### config.mk
export PLATFORM = sky130hd
export DESIGN_NAME = inst_fetch
export DESIGN_NICKNAME = d
export VERILOG_FILES = /design/src/rtl/cotm32_pkg.sv /design/src/rtl/inst_fetch_check.sv /design/src/rtl/inst_fetch.sv
export SDC_FILE = /design/constraint.sdc
export NUM_CORES = 1
export LEC_CHECK = 0
export CAP_MARGIN = 20
export CORE_MARGIN = 1
export CORE_UTILIZATION = 40
export CTS_CLUSTER_DIAMETER = 50
export DETAILED_ROUTE_END_ITERATION = 7
export PLACE_DENSITY = 0.77
export SLEW_MARGIN = 20
export SYNTH_ARGS = -nofsm -noshare
export SYNTH_HDL_FRONTEND = slang
export SYNTH_SLANG_ARGS = --single-unit
export TNS_END_PERCENT = 100
### constraint.sdc
create_clock -name i_clk -period 1.9 [get_ports i_clk]
set_input_delay 0.285 -clock i_clk [delete_from_list [all_inputs] [get_ports i_clk]]
set_output_delay 0.285 -clock i_clk [all_outputs]
set_load 0.05 [all_outputs]
### src/rtl/cotm32_pkg.sv
// rtl/cotm32_pkg.sv - shared cotm32 core types and constants used by the fetch stage
package cotm32_pkg;

  localparam int XLEN       = 32;
  localparam int INST_WIDTH = 32;

  // Instruction memory window; the reset vector is its first word.
  localparam logic [XLEN-1:0] INST_MEM_START = 32'h0000_0000;
  localparam logic [XLEN-1:0] INST_MEM_END   = 32'h0000_00FF;
  localparam logic [XLEN-1:0] RESET_VECTOR   = INST_MEM_START;

  // addi x0,x0,0
  localparam logic [INST_WIDTH-1:0] NOP_INST = 32'h0000_0013;

  localparam logic [3:0] EXC_INST_MISALIGNED   = 4'd0;
  localparam logic [3:0] EXC_INST_ACCESS_FAULT = 4'd1;

  typedef enum logic {
    RUN    = 1'b0,
    HALTED = 1'b1
  } fetch_state_e;

  typedef struct packed {
    logic                  valid;
    logic [XLEN-1:0]       pc;
    logic [XLEN-1:0]       pc_plus4;
    logic [INST_WIDTH-1:0] inst;
    logic                  exc_valid;
    logic [3:0]            exc_cause;
  } if_id_t;

  // Empty IF/ID entry; identical to the reset contents of the register.
  localparam if_id_t IF_ID_BUBBLE = '{
    valid:     1'b0,
    pc:        '0,
    pc_plus4:  '0,
    inst:      NOP_INST,
    exc_valid: 1'b0,
    exc_cause: 4'd0
  };

endpackage

### src/rtl/inst_fetch_check.sv
// rtl/inst_fetch_check.sv - combinational fetch-address misalignment and range check
module fetch_check
  import cotm32_pkg::*;
(
  input  logic [XLEN-1:0] i_pc,
  output logic            o_exc_valid,
  output logic [3:0]      o_exc_cause
);

  logic            misaligned;
  logic            fault;
  logic [XLEN-1:0] offset;

  // Offset from the window base: an address below the base wraps to a huge
  // offset, so one unsigned compare covers both ends of the window.
  assign offset     = i_pc - INST_MEM_START;
  assign misaligned = (i_pc[1:0] != 2'b00);
  assign fault      = (offset > (INST_MEM_END - INST_MEM_START - 32'd3));

  // Misalignment takes precedence when both conditions hold.
  always_comb begin
    o_exc_valid = misaligned | fault;
    o_exc_cause = misaligned ? EXC_INST_MISALIGNED : EXC_INST_ACCESS_FAULT;
    if (!(misaligned | fault)) begin
      o_exc_cause = 4'd0;
    end
  end

endmodule

### src/rtl/inst_fetch.sv
// rtl/inst_fetch.sv - cotm32 instruction fetch stage with IF/ID pipeline register
module inst_fetch
  import cotm32_pkg::*;
(
  input  logic                  i_clk,
  input  logic                  i_rst,
  output logic [XLEN-1:0]       o_imem_addr,
  input  logic [INST_WIDTH-1:0] i_imem_inst,
  input  logic                  i_stall,
  input  logic                  i_redirect_valid,
  input  logic [XLEN-1:0]       i_redirect_pc,
  input  logic                  i_trap_valid,
  input  logic [XLEN-1:0]       i_trap_pc,
  output logic                  o_id_valid,
  output logic [XLEN-1:0]       o_id_pc,
  output logic [XLEN-1:0]       o_id_pc_plus4,
  output logic [INST_WIDTH-1:0] o_id_inst,
  output logic                  o_id_exc_valid,
  output logic [3:0]            o_id_exc_cause,
  output logic [31:0]           o_fetch_count
);

  fetch_state_e    state_q, state_d;
  logic [XLEN-1:0] pc_q, pc_d;
  if_id_t          if_id_q, if_id_d;
  logic [31:0]     count_q, count_d;

  logic            chk_exc_valid;
  logic [3:0]      chk_exc_cause;
  logic [XLEN-1:0] pc_plus4;

  fetch_check u_fetch_check (
    .i_pc        (pc_q),
    .o_exc_valid (chk_exc_valid),
    .o_exc_cause (chk_exc_cause)
  );

  assign pc_plus4 = pc_q + 32'd4;

  // Next-state selection: trap > redirect > stall > fetch (reset handled in the register).
  always_comb begin
    state_d = state_q;
    pc_d    = pc_q;
    if_id_d = if_id_q;
    count_d = count_q;

    if (i_trap_valid || i_redirect_valid) begin
      // The word at the old pc is dropped, leaving one bubble behind the redirect.
      pc_d    = i_trap_valid ? i_trap_pc : i_redirect_pc;
      if_id_d = IF_ID_BUBBLE;
      state_d = RUN;
    end else if (i_stall) begin
      // hold everything
    end else if (state_q == HALTED) begin
      if_id_d = IF_ID_BUBBLE;
    end else if (chk_exc_valid) begin
      // Deliver the exception once, then park until control flow is redirected.
      if_id_d.valid     = 1'b1;
      if_id_d.pc        = pc_q;
      if_id_d.pc_plus4  = pc_plus4;
      if_id_d.inst      = NOP_INST;
      if_id_d.exc_valid = 1'b1;
      if_id_d.exc_cause = chk_exc_cause;
      state_d           = HALTED;
    end else begin
      if_id_d.valid     = 1'b1;
      if_id_d.pc        = pc_q;
      if_id_d.pc_plus4  = pc_plus4;
      if_id_d.inst      = i_imem_inst;
      if_id_d.exc_valid = 1'b0;
      if_id_d.exc_cause = 4'd0;
      pc_d              = pc_plus4;
      count_d           = count_q + 32'd1;
    end
  end

  // State, pc, IF/ID and counter registers with synchronous reset.
  always_ff @(posedge i_clk) begin
    if (i_rst) begin
      state_q <= RUN;
      pc_q    <= RESET_VECTOR;
      if_id_q <= IF_ID_BUBBLE;
      count_q <= 32'd0;
    end else begin
      state_q <= state_d;
      pc_q    <= pc_d;
      if_id_q <= if_id_d;
      count_q <= count_d;
    end
  end

  assign o_imem_addr    = pc_q;
  assign o_id_valid     = if_id_q.valid;
  assign o_id_pc        = if_id_q.pc;
  assign o_id_pc_plus4  = if_id_q.pc_plus4;
  assign o_id_inst      = if_id_q.inst;
  assign o_id_exc_valid = if_id_q.exc_valid;
  assign o_id_exc_cause = if_id_q.exc_cause;
  assign o_fetch_count  = count_q;

endmodule

### After elaboration in Yosys (flattened, before gate mapping)

Cells that the tools add are included.

| operators by class | value |
|---|---|
| $add $sub $neg | 2 |
| magnitude comparators | 1 |
| equality and inequality tests | 3 |
| multiplexer cells | 10 |
| bitwise operators | 5 |
| reduce and logical (&&, ||, !) cells | 5 |

Operators by type and width:

| kind | number |
|---|---|
| $mux 32 | 5 |
| $mux 102 | 1 |
| $mux 37 | 1 |
| $add 32x1->32 const B | 1 |
| $add 32x3->32 const B | 1 |
| $gt 32x8->1 const B | 1 |
| $ne 2x1->1 const B | 3 |
| $not 1->1 | 4 |
| $reduce_and 4->1 | 1 |
| $mux 1 | 3 |
| $reduce_and 3->1 | 1 |
| $reduce_bool 2->1 | 1 |
| $reduce_or 2->1 | 1 |
| $logic_or 1x1->1 | 1 |
| $or 1x1->1 | 1 |

| storage, ports and cells | value |
|---|---|
| register bits after elaboration | 167 |
| output and inout port bits | 166 |
| logic and storage cells | 35 |

### Logic depth before layout (Yosys ltp)

| depth | value |
|---|---|
| depth after elaboration | 6 |
| mapped depth | 8 |
| depth with buffers taken out | 6 |

### Modules after synthesis

A second synthesis with hierarchy kept.

| second synthesis, totals | value |
|---|---|
| cells, all modules | 866 |
| area, all modules | 7444.6 µm² |

Modules (own cells, without submodules):

| module | instances | cells each | area an instance (µm²) | sequential area each (µm²) |
|---|---|---|---|---|
| inst_fetch | 1 | 851 | 7345.8 | 3303.2 |
| fetch_check | 1 | 15 | 98.8 | 0.0 |

### Least setup slack after synthesis

No wires, ideal clock.

| timing path | value |
|---|---|
| path kind | reg2reg |
| start | register count_q[0], in the netlist o_fetch_count[0] |
| end | register count_q[20], in the netlist o_fetch_count[20] |
| setup time | 0.070 ns |
| arrival time | 2.181 ns |
| setup slack | -0.352 ns |
| cell stages (with the launch flop) | 7 |
| period minus slack after synthesis | 2.252 ns |
| cell sequence | dfxtp_1 ha_1 nand2_1 nor4_2 nand4_4 or3_1 a21oi_1 |

| on the way | value |
|---|---|
| cells in the longest elaborated chain, start to end | 1 |

RTL lines:

| element | line | text |
|---|---|---|
| start: declaration | inst_fetch.sv:26 | `logic [31:0] count_q, count_d;` |
| start signal: assignment | inst_fetch.sv:88 | `count_q <= count_d;` |
| $add 32x1->32 | inst_fetch.sv:73 | `count_d = count_q + 32'd1;` |

No other way between the ends.
A chain may end at the register's enable or synchronous reset.

### Worst setup path after layout

| timing path | value |
|---|---|
| start | register pc_q[12], in the netlist o_imem_addr[12] |
| end | register count_q[16], in the netlist o_fetch_count[16] |

| on the way | value |
|---|---|
| cells in the longest elaborated chain, start to end | 4 |

RTL lines:

| element | line | text |
|---|---|---|
| start: declaration | inst_fetch.sv:24 | `logic [XLEN-1:0] pc_q, pc_d;` |
| start signal: assignment | inst_fetch.sv:86 | `pc_q <= pc_d;` |
| $gt 32x8->1 | inst_fetch_check.sv:18 | `assign fault = (offset > (INST_MEM_END - INST_MEM_START - 32'd3));` |
| $or 1x1->1 | inst_fetch_check.sv:22 | `o_exc_valid = misaligned \| fault;` |
| $not 1->1 (no source line) | - |  |
| $reduce_and 4->1 (no source line) | - |  |

No other way between the ends.

==> impl_metrics.json <==
{
  "start_util_pct": 41.4,
  "grt_max_degree": 65,
  "power.leakage_nw": 4.75,
  "cts_buffer_depth": 2,
  "period_needed_ns": 1.91,
  "synthesis.area_sq_um": 6940,
  "stdcell_count": 1317,
  "rows": 47,
  "core_sq_um": 16800,
  "cp-startpoint": "o_imem_addr[12]$_SDFFE_PP0P_",
  "cp_data_arrival_time_ns": 2.26,
  "hold_path_startpoint": "i_rst",
  "yosys_warnings": 0,
  "post-route-period-util_pct": 100,
  "cts_tree": "done",
  "die_y_microns": 134,
  "r2r_slack_ns": -0.009,
  "fp.dieW_microns": 134,
  "drtPass1Iterations": 4,
  "drt_wl_total_microns": 23600,
  "clock_latency_ns": 0.43,
  "drt_iter0_markers": 344,
  "nets": 1182,
  "routed_via_density": 5.44,
  "synth.avg_cell_area_sq_um": 8.91,
  "io_pins": 267,
  "critPathBufInv": 2,
  "ys_seq_area_share_pct": 46.8,
  "finalPower_mw": 8.08,
  "crit_path_start_kind": "flop",
  "seq_area_sq_um": 3350,
  "ys_types": 44,
  "required_ns": 2.25,
  "synth_edf_count": 0,
  "setup.worst_path.end_class": "flop",
  "worst_slack_ns": -0.00919,
  "nFillCells": 1380,
  "syn_inst": 778,
  "numCtsBuffers": 17,
  "vias": 7158,
  "p_per_area_nw_per_um2": 727,
  "h-tree-depth": 4,
  "worst_slew_pin_slew_ns": 0.722,
  "hp-class": "in2reg",
  "worst_ir_drop_vdd_mv": 0.640,
  "ys.flop_type": "dfxtp_1",
  "cts.sink_count": 162,
  "rsz0062_at_grt": "yes",
  "path_clk_slew_ns": 0.07,
  "portBuffers": 263,
  "setup_viol": 1,
  "overflow": 0,
  "drive_gt1_share_pct": 23.4,
  "r2r-start": "o_imem_addr[12]$_SDFFE_PP0P_",
  "slew_violations": 0,
  "path_cells": "nor4_4 -> buf_4 -> and4_1 -> buf_6 -> nand4_4 -> or3_4 -> a21oi_2",
  "area_delta_synth_final_pct": 60.3,
  "hold_violations": 0,
  "cpMaxStageDelayCell": "or3_4",
  "fmax_mhz": 524,
  "hpwlAfterDp_microns": 17100,
  "critPathKind": "reg2reg",
  "max-slew-margin-rel_pct": 51.9,
  "synthArstFlopShare_pct": 0,
  "violations": "setup timing",
  "dp.cells": 1274,
  "drv_cap": 0,
  "grt_pass1_vias": 6932,
  "wl_per_cell_microns": 17.9,
  "cp_top_family": "simple AND/OR/NAND/NOR gates",
  "skew_ns": 0.0105,
  "die-area_sq_um": 17900,
  "antenna_found_initial": 5,
  "multiInputGateArea_sq_um": 3560,
  "status": "finished, violations left",
  "ys_ff_latch": 162,
  "root_buffer": "clkbuf_16",
  "gp_congestion": 0.831,
  "remaining_drc_errors": 0,
  "critPathMaxStageDelay_ns": 0.40,
  "grt_pass1_wl_microns": 36200,
  "critPathMaxFanout": 8,
  "hold_ws_ns": 0.240,
  "postRouteAntennaNets": 0,
  "grt_usage_pct": 25.9
}
[Yosys cell counts, drive strengths merged, types with 9 or more instances]
library cell	n	area (sq um)
a22oi	90	676
or3	10	62.6
buf	21	133
xor2	24	210
o2bb2ai	21	184
clkbuf	49	184
nor2	118	443
nor3	9	50.1
nand3	25	130
nand2	54	203
dfxtp	162	3240
o21ai	35	175
nor4	27	278
xnor2	27	236
nand4	28	196
a21oi	19	95.1
[state kept, by name, summed over array words and instances (netlist names)]
name and count:
o_fetch_count 32, o_imem_addr 32, o_id_inst 32, o_id_pc_plus4 30
o_id_pc 32, o_id_valid 1, o_id_exc_cause 1, state_q 1
o_id_exc_valid 1
[per-stage QoR]
step	util (%)	setup TNS, ns	setup WS [ns]	area (sq um)
global placement	61.2	-10.94	-0.142	10300
floorplan	-	0	0.00175	7140
global route	66.3	-1.35	-0.117	11100
CTS	64.6	0	0.000755	10800
detailed placement	61.2	-14.10	-0.181	10300
finish	66.3	-0.00919	-0.00919	11100
[layer usage]
layer  vias to the layer above  share of wire [%]  GRT usage, %
met2                       259                 49          43.1
li1                       3406                  -             -
met3                        54                6.9          7.23
met1                      3439                 40          30.3
met5                         -                  0             0
met4                         0                3.7          13.4
[power breakdown]
| group | internal, mW | switching [mW] |
|---|---|---|
| clock | 1.88 | 1.51 |
| combinational | 0.502 | 0.665 |
| sequential | 3.45 | 0.0764 |
| total | 5.84 | 2.25 |
[layout by cell type, fill, tap and decap left out, drive strengths merged, types with 10 or more instances in the layout]
cell / instances
inv: 13
xor2: 24
a21oi: 19
nand4: 28
buf: 130
o2bb2ai: 21
o21ai: 35
xnor2: 27
dlymetal6s2s: 36
nand2: 54
nor2: 118
clkdlybuf4s50: 155
dlygate4sd2: 29
a22oi: 90
clkbuf: 18
dfxtp: 162
nor4: 27
or3: 10
nand3: 25
[repair_timing]
action | 4_1_cts | 5_1_grt
pin swaps | 2 | 13
endpoints found under the setup margin | 48 | 101
gates resized for setup | 32 | 61
hold buffers | 0 | 0
buffers inserted | 1 | 5
[cell type report]
type	instances	area share [%]
Multi-Input combinational cell	541	32.0
Clock buffer	18	3.95
Antenna cell	5	0.113
Tap cell	220	2.48
Clock inverter	14	1.31
Inverter	7	0.236
Timing Repair Buffer	350	29.7
Sequential cell	162	30.2
[worst paths after layout]
path / to / depth (start not counted)
worst min register to register: o_id_pc_plus4[16]$_SDFFE_PP0N_ / 2
worst max-delay path: o_fetch_count[16]$_SDFFE_PP0P_ / 7
worst min-delay path: o_id_inst[4]$_SDFFE_PP1N_ / 4
worst max register to register: o_fetch_count[16]$_SDFFE_PP0P_ / 7
[worst register-to-register path, cell delays in order, from the launching register on]
cell and delay (ns):
dfxtp_4 0.37, nor4_4 0.26, buf_4 0.19, and4_1 0.22, buf_6 0.14, nand4_4 0.14, or3_4 0.40, a21oi_2 0.12
[cells by family (layout without fill, tap and decap cells)]
group | after synthesis | count (layout) | share of synthesized area, %
xor gates and xnor gates | 51 | 51 | 6.44
other | 1 | 8 | 0.0541
DFF | 162 | 162 | 46.8
AOI/OAI and AO/OA | 183 | 183 | 18.2
adders and majority gates | 2 | 2 | 0.361
buffers and inverters | 77 | 389 | 4.94
muxes | 8 | 8 | 1.17
and+or+nand+nor | 294 | 294 | 22.1
Power figures use the tool's default switching activity.
